--- config.mk ---
export PLATFORM = sky130hd
export DESIGN_NAME = dec_char_tx_flat
export DESIGN_NICKNAME = d
export VERILOG_FILES = /design/src/rtl/aoc_pkg.sv /design/src/rtl/dec_char_tx_if.sv /design/src/rtl/bcd_adj3.sv /design/src/rtl/dec_char_tx.sv /design/src/flat_wrapper.sv
export SDC_FILE = /design/constraint.sdc
export NUM_CORES = 1
export LEC_CHECK = 0
export CAP_MARGIN = 20
export CORE_MARGIN = 5
export CORE_UTILIZATION = 55
export DETAILED_ROUTE_END_ITERATION = 6
export GPL_TIMING_DRIVEN = 0
export PLACE_DENSITY_LB_ADDON = 0.3
export SKIP_LAST_GASP = 1
export SYNTH_ARGS = -nofsm -noshare
export SYNTH_HDL_FRONTEND = slang
export SYNTH_SLANG_ARGS = --single-unit
--- constraint.sdc ---
create_clock -name clk -period 3.2 [get_ports clk]
set_input_delay 0.64 -clock clk [delete_from_list [all_inputs] [get_ports clk]]
set_output_delay 0.64 -clock clk [all_outputs]
set_load 0.01 [all_outputs]
--- src/rtl/aoc_pkg.sv ---
`default_nettype none
// aoc_pkg: types and ASCII constants shared by the character-stream blocks.
// Rev 1.0
package aoc_pkg;

   typedef enum logic [2:0] {
      IDLE    = 3'd0,
      CONVERT = 3'd1,
      SKIP    = 3'd2,
      EMIT    = 3'd3,
      TERM    = 3'd4
   } tx_state_t;

   localparam logic [7:0] ASCII_ZERO = 8'd48;
   localparam logic [7:0] ASCII_NL   = 8'd10;

endpackage
`default_nettype wire

--- src/rtl/dec_char_tx_if.sv ---
`default_nettype none
// dec_char_tx_if: value-in handshake plus byte-wide char stream out.
// Rev 1.0
interface dec_char_tx_if #(
   parameter int WIDTH = 64
);
   logic [WIDTH-1:0] value_in;
   logic             value_valid;
   logic             value_ready;
   logic [7:0]       char_out;
   logic             char_valid;
   logic             char_ready;
   logic             busy;

   modport master (
      output value_in, value_valid, char_ready,
      input  value_ready, char_out, char_valid, busy
   );

   modport slave (
      input  value_in, value_valid, char_ready,
      output value_ready, char_out, char_valid, busy
   );
endinterface
`default_nettype wire

--- src/rtl/bcd_adj3.sv ---
`default_nettype none
// bcd_adj3: double-dabble nibble correction, adds 3 when the digit is 5 or more.
// Rev 1.0
module bcd_adj3 (
   input  logic [3:0] nibble,
   output logic [3:0] adjusted
);
   assign adjusted = (nibble >= 4'd5) ? nibble + 4'd3 : nibble;
endmodule
`default_nettype wire

--- src/rtl/dec_char_tx.sv ---
`default_nettype none
// dec_char_tx: binary value -> decimal ASCII digits (no leading zeros) + terminator.
// Rev 1.0
module dec_char_tx
   import aoc_pkg::*;
#(
   parameter int         WIDTH     = 64,
   parameter int         DIGITS    = 20,
   parameter bit         EMIT_TERM = 1'b1,
   parameter logic [7:0] TERM_CHAR = ASCII_NL
) (
   input  logic         clk,
   input  logic         rst_n,
   dec_char_tx_if.slave bus
);
   localparam int BCD_W = 4 * DIGITS;
   localparam int CNT_W = $clog2(WIDTH + 1);
   localparam int PTR_W = (DIGITS > 1) ? $clog2(DIGITS) : 1;

   tx_state_t        state_q, state_d;
   logic [WIDTH-1:0] shift_q, shift_d;
   logic [BCD_W-1:0] bcd_q, bcd_d, bcd_adj;
   logic [CNT_W-1:0] cnt_q, cnt_d;
   logic [PTR_W-1:0] ptr_q, ptr_d, ptr_dec, msd_idx;
   logic [7:0]       char_out_q, char_out_d;
   logic             char_valid_q, char_valid_d;
   logic [3:0]       msd_nib, next_nib;

   generate
      for (genvar g = 0; g < DIGITS; g++) begin : g_adj
         bcd_adj3 u_adj (
            .nibble   (bcd_q[4*g +: 4]),
            .adjusted (bcd_adj[4*g +: 4])
         );
      end
   endgenerate

   // Highest nonzero nibble wins; an all-zero value leaves index 0 so "0" prints.
   always_comb begin
      msd_idx = '0;
      msd_nib = '0;
      for (int i = 0; i < DIGITS; i++) begin
         if (bcd_q[4*i +: 4] != 4'd0) begin
            msd_idx = PTR_W'(i);
            msd_nib = bcd_q[4*i +: 4];
         end
      end
   end

   assign ptr_dec = ptr_q - 1'b1;

   always_comb begin
      next_nib = '0;
      for (int i = 0; i < DIGITS; i++) begin
         if (ptr_dec == PTR_W'(i)) begin
            next_nib = bcd_q[4*i +: 4];
         end
      end
   end

   always_comb begin
      state_d      = state_q;
      shift_d      = shift_q;
      bcd_d        = bcd_q;
      cnt_d        = cnt_q;
      ptr_d        = ptr_q;
      char_out_d   = char_out_q;
      char_valid_d = char_valid_q;
      case (state_q)
         IDLE: begin
            if (bus.value_valid) begin
               shift_d = bus.value_in;
               bcd_d   = '0;
               cnt_d   = CNT_W'(WIDTH);
               state_d = CONVERT;
            end
         end
         CONVERT: begin
            // Top BCD bit is dropped; DIGITS is sized so it is always zero.
            bcd_d   = {bcd_adj[BCD_W-2:0], shift_q[WIDTH-1]};
            shift_d = {shift_q[WIDTH-2:0], 1'b0};
            cnt_d   = cnt_q - 1'b1;
            if (cnt_q == CNT_W'(1)) begin
               state_d = SKIP;
            end
         end
         SKIP: begin
            ptr_d        = msd_idx;
            char_out_d   = ASCII_ZERO + {4'd0, msd_nib};
            char_valid_d = 1'b1;
            state_d      = EMIT;
         end
         EMIT: begin
            if (bus.char_ready) begin
               if (ptr_q == '0) begin
                  if (EMIT_TERM) begin
                     char_out_d = TERM_CHAR;
                     state_d    = TERM;
                  end else begin
                     char_out_d   = 8'h00;
                     char_valid_d = 1'b0;
                     state_d      = IDLE;
                  end
               end else begin
                  ptr_d      = ptr_dec;
                  char_out_d = ASCII_ZERO + {4'd0, next_nib};
               end
            end
         end
         TERM: begin
            if (bus.char_ready) begin
               char_out_d   = 8'h00;
               char_valid_d = 1'b0;
               state_d      = IDLE;
            end
         end
         default: begin
            state_d = IDLE;
         end
      endcase
   end

   always_ff @(posedge clk or negedge rst_n) begin
      if (!rst_n) begin
         state_q      <= IDLE;
         shift_q      <= '0;
         bcd_q        <= '0;
         cnt_q        <= '0;
         ptr_q        <= '0;
         char_out_q   <= 8'h00;
         char_valid_q <= 1'b0;
      end else begin
         state_q      <= state_d;
         shift_q      <= shift_d;
         bcd_q        <= bcd_d;
         cnt_q        <= cnt_d;
         ptr_q        <= ptr_d;
         char_out_q   <= char_out_d;
         char_valid_q <= char_valid_d;
      end
   end

   assign bus.value_ready = (state_q == IDLE);
   assign bus.busy        = (state_q != IDLE);
   assign bus.char_out    = char_out_q;
   assign bus.char_valid  = char_valid_q;

endmodule
`default_nettype wire

--- src/flat_wrapper.sv ---
// flat-port wrapper written by rule: the top's interface ports become plain ports
module dec_char_tx_flat import aoc_pkg::*;
#(
   parameter int         WIDTH     = 64,
   parameter int         DIGITS    = 20,
   parameter bit         EMIT_TERM = 1'b1,
   parameter logic [7:0] TERM_CHAR = ASCII_NL
)
  (clk, rst_n, bus_value_in, bus_value_valid, bus_char_ready, bus_value_ready, bus_char_out, bus_char_valid, bus_busy);
  dec_char_tx_if #(.WIDTH(WIDTH)) bus_i ();
  input  logic clk;
  input  logic rst_n;
  input wire logic [$bits(bus_i.value_in)-1:0] bus_value_in;
  input wire logic [$bits(bus_i.value_valid)-1:0] bus_value_valid;
  input wire logic [$bits(bus_i.char_ready)-1:0] bus_char_ready;
  output wire logic [$bits(bus_i.value_ready)-1:0] bus_value_ready;
  output wire logic [$bits(bus_i.char_out)-1:0] bus_char_out;
  output wire logic [$bits(bus_i.char_valid)-1:0] bus_char_valid;
  output wire logic [$bits(bus_i.busy)-1:0] bus_busy;
  assign bus_i.value_in = bus_value_in;
  assign bus_i.value_valid = bus_value_valid;
  assign bus_i.char_ready = bus_char_ready;
  assign bus_value_ready = bus_i.value_ready;
  assign bus_char_out = bus_i.char_out;
  assign bus_char_valid = bus_i.char_valid;
  assign bus_busy = bus_i.busy;
  dec_char_tx #(.WIDTH(WIDTH), .DIGITS(DIGITS), .EMIT_TERM(EMIT_TERM), .TERM_CHAR(TERM_CHAR)) u_core (.clk(clk), .rst_n(rst_n), .bus(bus_i));
endmodule
Yosys cells after proc, flatten, opt, wreduce, memory -nomap -nowiden
Index checks and enable logic that the tools add are counted.
W data, S select, Z words.
{"block": "word_totals", "register_bits": 168, "wordCells": 214}
{"block": "classes", "n_addsub": 24, "magnitude_cmp": 20, "eq_ne": 30, "n_mux": 100, "n_reduce_logical": 33}
{"cell": "$mux W4", "count": 67}
{"cell": "$pmux W80 S2", "count": 1}
{"cell": "$pmux W64 S2", "count": 1}
{"cell": "$ge A4 B3 Y1 const B", "count": 20}
{"cell": "$mux W80", "count": 1}
{"cell": "$reduce_bool A4 Y1", "count": 20}
{"cell": "$add A4 B2 Y4 const B", "count": 19}
{"cell": "$mux W64", "count": 1}
{"cell": "$eq A5 B4 Y1 const B", "count": 8}
{"cell": "$mux W3", "count": 10}
{"cell": "$mux W5", "count": 6}
{"cell": "$mux W8", "count": 3}
{"cell": "$pmux W8 S3", "count": 1}
{"cell": "$eq A5 B3 Y1 const B", "count": 4}
{"cell": "$eq A5 B5 Y1 const B", "count": 4}
{"cell": "$pmux W3 S5", "count": 1}
{"cell": "$add A6 B4 Y7 const A", "count": 2}
{"cell": "$pmux W7 S2", "count": 1}
{"cell": "$eq A5 B2 Y1 const B", "count": 2}
{"cell": "$logic_not A5 Y1", "count": 2}
{"cell": "$pmux W5 S2", "count": 1}
{"cell": "$ne A2 B2 Y1 const B", "count": 4}
{"cell": "$eq A7 B1 Y1 const B", "count": 1}
{"cell": "$mux W7", "count": 1}
{"cell": "17 further kinds", "count": 26}

Depth between registers and ports, before layout
{"block": "depth", "word_depth": 26, "ltp_mapped": 11, "depth_no_buf": 9}

By module
From an unflattened synthesis, not the netlist that was laid out.
{"block": "unflattened", "cells_unflattened": 1435, "area_unflattened_um2": 11145.7}
{"mod": "dec_char_tx", "n_inst": 1, "cells_per_inst": 1115, "area_each_um2": 9118.7, "seq_area_each_um2": 4129.0}
{"mod": "bcd_adj3", "n_inst": 20, "cells_per_inst": 16, "area_each_um2": 101.3, "seq_area_each_um2": 0.0}

Worst setup path after synthesis
No wires, ideal clock.
{"block": "synth_timing", "path_kind": "register to register", "startpoint": "reg u_core.ptr_q[0]", "endpoint": "reg u_core.char_out_q[1], in the netlist u_core.bus.char_out[1]", "setup_time_ns": 0.087, "arrival_ns": 2.617, "path_slack_ns": 0.497, "path_stages_with_launch": 9, "synth_period_minus_slack_ns": 2.703, "cell_sequence": "dfrtp_1 inv_1 ha_1 or4_4 a21bo_1 or3_1 a221o_1 a211o_1 o211ai_1"}
{"block": "synth_between", "elab_chain_cells": 26, "word_cells_on_any_way": 46}
{"item": "from (decl)", "line_no": "dec_char_tx.sv:24", "source": "logic [PTR_W-1:0] ptr_q, ptr_d, ptr_dec, msd_idx;"}
{"item": "from (signal assigned)", "line_no": "dec_char_tx.sv:137", "source": "ptr_q <= ptr_d;"}
{"item": "$sub A5 B1 Y5", "line_no": "dec_char_tx.sv:50", "source": "assign ptr_dec = ptr_q - 1'b1;"}
{"item": "$logic_not A5 Y1", "line_no": "dec_char_tx.sv:55", "source": "if (ptr_dec == PTR_W'(i)) begin"}
{"item": "$mux W4 (20 in series)", "line_no": "dec_char_tx.sv:55"}
{"item": "$add A6 B4 Y7", "line_no": "dec_char_tx.sv:106", "source": "char_out_d = ASCII_ZERO + {4'd0, next_nib};"}
{"item": "$mux W8 *", "line_no": "dec_char_tx.sv:95", "source": "if (ptr_q == '0) begin"}
{"item": "$mux W8 *", "line_no": "dec_char_tx.sv:94", "source": "if (bus.char_ready) begin"}
{"item": "$pmux W8 S3 *", "line_no": "dec_char_tx.sv:69", "source": "case (state_q)"}
{"item": "to (signal assigned)", "line_no": "dec_char_tx.sv:138", "source": "char_out_q <= char_out_d;"}
{"item": "to (decl)", "line_no": "dec_char_tx.sv:25", "source": "logic [7:0] char_out_q, char_out_d;"}
Mark *: on every way between the ends. The rest lies on a longest branch, timed or not. The select of a mux whose other input is x is not followed.
A chain may end at the register's enable or synchronous reset.

Worst setup path in the final report
Same ends and word-level chain as after synthesis.

==> flow_summary.ini <==
[run_status]
status = finished clean

[die]
initial_core_util_pct = 55.7
coreArea_um2 = 19500
pin_count = 79
die_w_um = 150
fp.dieH_um = 150
die_area_um2 = 22600
rows = 51

[synth]
synth_edf_count = 0
syn_area_per_cell_um2 = 8.16
synth_cell_types = 67
ys_seq_area_share_pct = 38.1
netlist_area_um2 = 10800
synthCells = 1329
synthArstFlopShare_pct = 100
yosys_warnings = 0
synth_ff_type = dfrtp_1
ys_seq_elements = 165

[cells_and_area]
seq_area_um2 = 4130
layout_common_cells = dfrtp_1, nand2_1, o21ai_0, nor2_1, a21oi_1
area_growth_pct = 15.9
num_antenna_cells = 0
instances_no_fill = 1703
layout_commonest_cell = dfrtp_1
nets = 1540
drive_gt1_share_pct = 3.96
utilization_pct = 64.6
multi_input_area_um2 = 6100
fill_cells = 1659

[route]
wl_per_cell_um = 19.0
wl_mm = 32.4
viasPerCell = 6.25
drc_errors = 0
firstDrtPassIters = 6
vias = 10600
drtIter0Drc = 1077
antenna_left = 0

[critical_path]
cp_max_fo = 10
crit_slowest_cell = clkbuf_1
crit_family = buffers and inverters
cp.depth = 9
critPathCaptureType = flip-flop
required_ps = 3560
setup.worst_path.class = flip-flop to flip-flop
startpoint_type = flip-flop
r2r_cells = 9
arrival_ps = 3460
worstPathCellList = inv_1 -> ha_1 -> clkbuf_1 -> buf_1 -> a21o_1 -> a32oi_1 -> a211oi_1 -> o32ai_1 -> o211ai_1
cp_slowest_stage_delay_ps = 510
crit_buf_inv = 3

[clocking]
cts-root-buf = clkbuf_16
tritoncts = built
insertion_delay_ps = 450
postCtsSetupRepairBufs = 0
htreeDepth = 4
cts_made_buffers = 17
clk_path_buf_depth = 2
clk_pin_slew_ps = 70
cts_sinks = 165

[power_and_ir_drop]
vdd_drop_max_mv = 0.498
pwr-share-seq_pct = 24.0
p_clk_share_pct = 13.2
netSwitchingPower_w = 0.00813
p_int_w = 0.00756
switching_share_pct = 51.8
power.static_leakage_nw = 5.17
combPwrFrac_pct = 62.8
power-per-cell-area_nw_per_um2 = 1250

[worst_hold_path]
min_path_type = primary input to async pin

[timing]
fmax_mhz = 323
setup_ws_ps = 99.6
skew_ps = 11.8
finalCriticalPeriod_ps = 3100
period_share_pct = 96.9
hold_viol_final = 0
relSlewSlack_pct = 34.4
finalSetupTns_ps = 0
worst_slew_pin_slew_ps = 983
slew_violations = 0
final-setup-viol-count = 0
rsz0062_at_grt = false

[global_route]
antenna_found_initial = 0
grt_max_degree = 97
grt_pass1_wl_mm = 52.4
grt_pass1_vias = 10100
grt-ovfl-total = 0
grt_usage_pct = 29.0

[place]
placed_cells = 1672
io_buffers = 76
pre_cts_ws_ps = -13.5
gp_congestion = 0.975
dp_hpwl_mm = 23.3

[job]
drv_cap = 0
kinds of logic (layout without fill, tap and decap cells):
| logic type | count (synthesis) | after routing | share of synthesized area (%) |
|---|---|---|---|
| AOI/OAI and AO/OA | 453 | 453 | 27.5 |
| and+or+nand+nor | 474 | 474 | 21.0 |
| DFF | 165 | 165 | 38.1 |
| xor gates and xnor gates | 22 | 22 | 1.78 |
| muxes | 4 | 4 | 0.415 |
| adders and majority gates | 47 | 47 | 5.42 |
| other | 1 | 2 | 0.0346 |
| buffers and inverters | 163 | 271 | 5.77 |
stage by stage:
stage | total power, W | area [µm²] | hold WS (ps)
after global placement | 0.0130 | 11900 | 458
after CTS | 0.0154 | 12600 | 170
final | 0.0157 | 12600 | 125
after global routing | 0.0168 | 12600 | 182
after floorplan | 0.0104 | 10800 | 344
after detailed placement | 0.0133 | 12000 | 462
worst paths after layout:
check	startpoint	to	slack, ps
worst max-delay path	u_core.ptr_q[0]	u_core.bus.char_out[1]	100
worst min-delay path	rst_n	u_core.bcd_q[32]	120
worst max register to register	u_core.ptr_q[0]	u_core.bus.char_out[1]	100
worst min register to register	u_core.shift_q[51]	u_core.shift_q[51]	480
max in group asynchronous	rst_n	u_core.bus.char_valid	2200
min in group clk	u_core.shift_q[51]	u_core.shift_q[51]	480
metal layers:
layer / vias up / global-route usage (%) / wire length [µm]
met2: 417 / 45.9 / 14700
met4: 0 / 10.6 / 996
met1: 5110 / 39.8 / 14200
met5: - / 0 / 0
met3: 83 / 5.60 / 2390
li1: 5030 / - / -
power groups by stage:
stage / Clock [W] / Sequential, W / Combinational (W)
2_1_floorplan: 0 / 0.00351 / 0.00689
3_3_place_gp: 0 / 0.00373 / 0.00930
3_5_place_dp: 0 / 0.00375 / 0.00951
4_1_cts: 0.00209 / 0.00374 / 0.00959
5_1_grt: 0.00217 / 0.00387 / 0.0108
6_report: 0.00207 / 0.00377 / 0.00984
flip-flops by register name (all words and copies together) (netlist names):
register / flops
u_core.bcd_q: 80
u_core.shift_q: 64
u_core.bus.char_valid: 1
u_core.bus.char_out: 5
u_core.ptr_q: 5
u_core.cnt_q: 7
u_core.state_q: 3
timing repair:
action / CTS / global route
resized for setup: 1 / 5
hold buffers: 0 / 0
setup endpoints to repair: 3 / 4
synthesized netlist by cell type, drive strengths merged, types with 18 or more instances:
cell | number | area [µm²]
a22oi | 54 | 405
a32o | 22 | 220
nand2 | 147 | 552
o22ai | 28 | 175
clkbuf | 85 | 319
buf | 18 | 81.3
nor3 | 22 | 110
xnor2 | 21 | 184
nor3b | 25 | 188
nand2b | 22 | 138
o21ai | 129 | 646
inv | 60 | 225
a21oi | 86 | 430
dfrtp | 165 | 4130
nand3 | 77 | 385
nor2b | 35 | 219
o31ai | 23 | 173
nor2 | 108 | 405
ha | 47 | 588
final cells by class:
cell class                      instances  area share [%]
Multi-Input combinational cell       1002            48.6
Clock buffer                           18            3.42
Clock inverter                         14            1.24
Sequential cell                       165            32.9
Tap cell                              265            2.64
Timing Repair Buffer                   77            6.31
Buffer                                102            3.18
Inverter                               60            1.79
(Power assumes the default switching activity.)
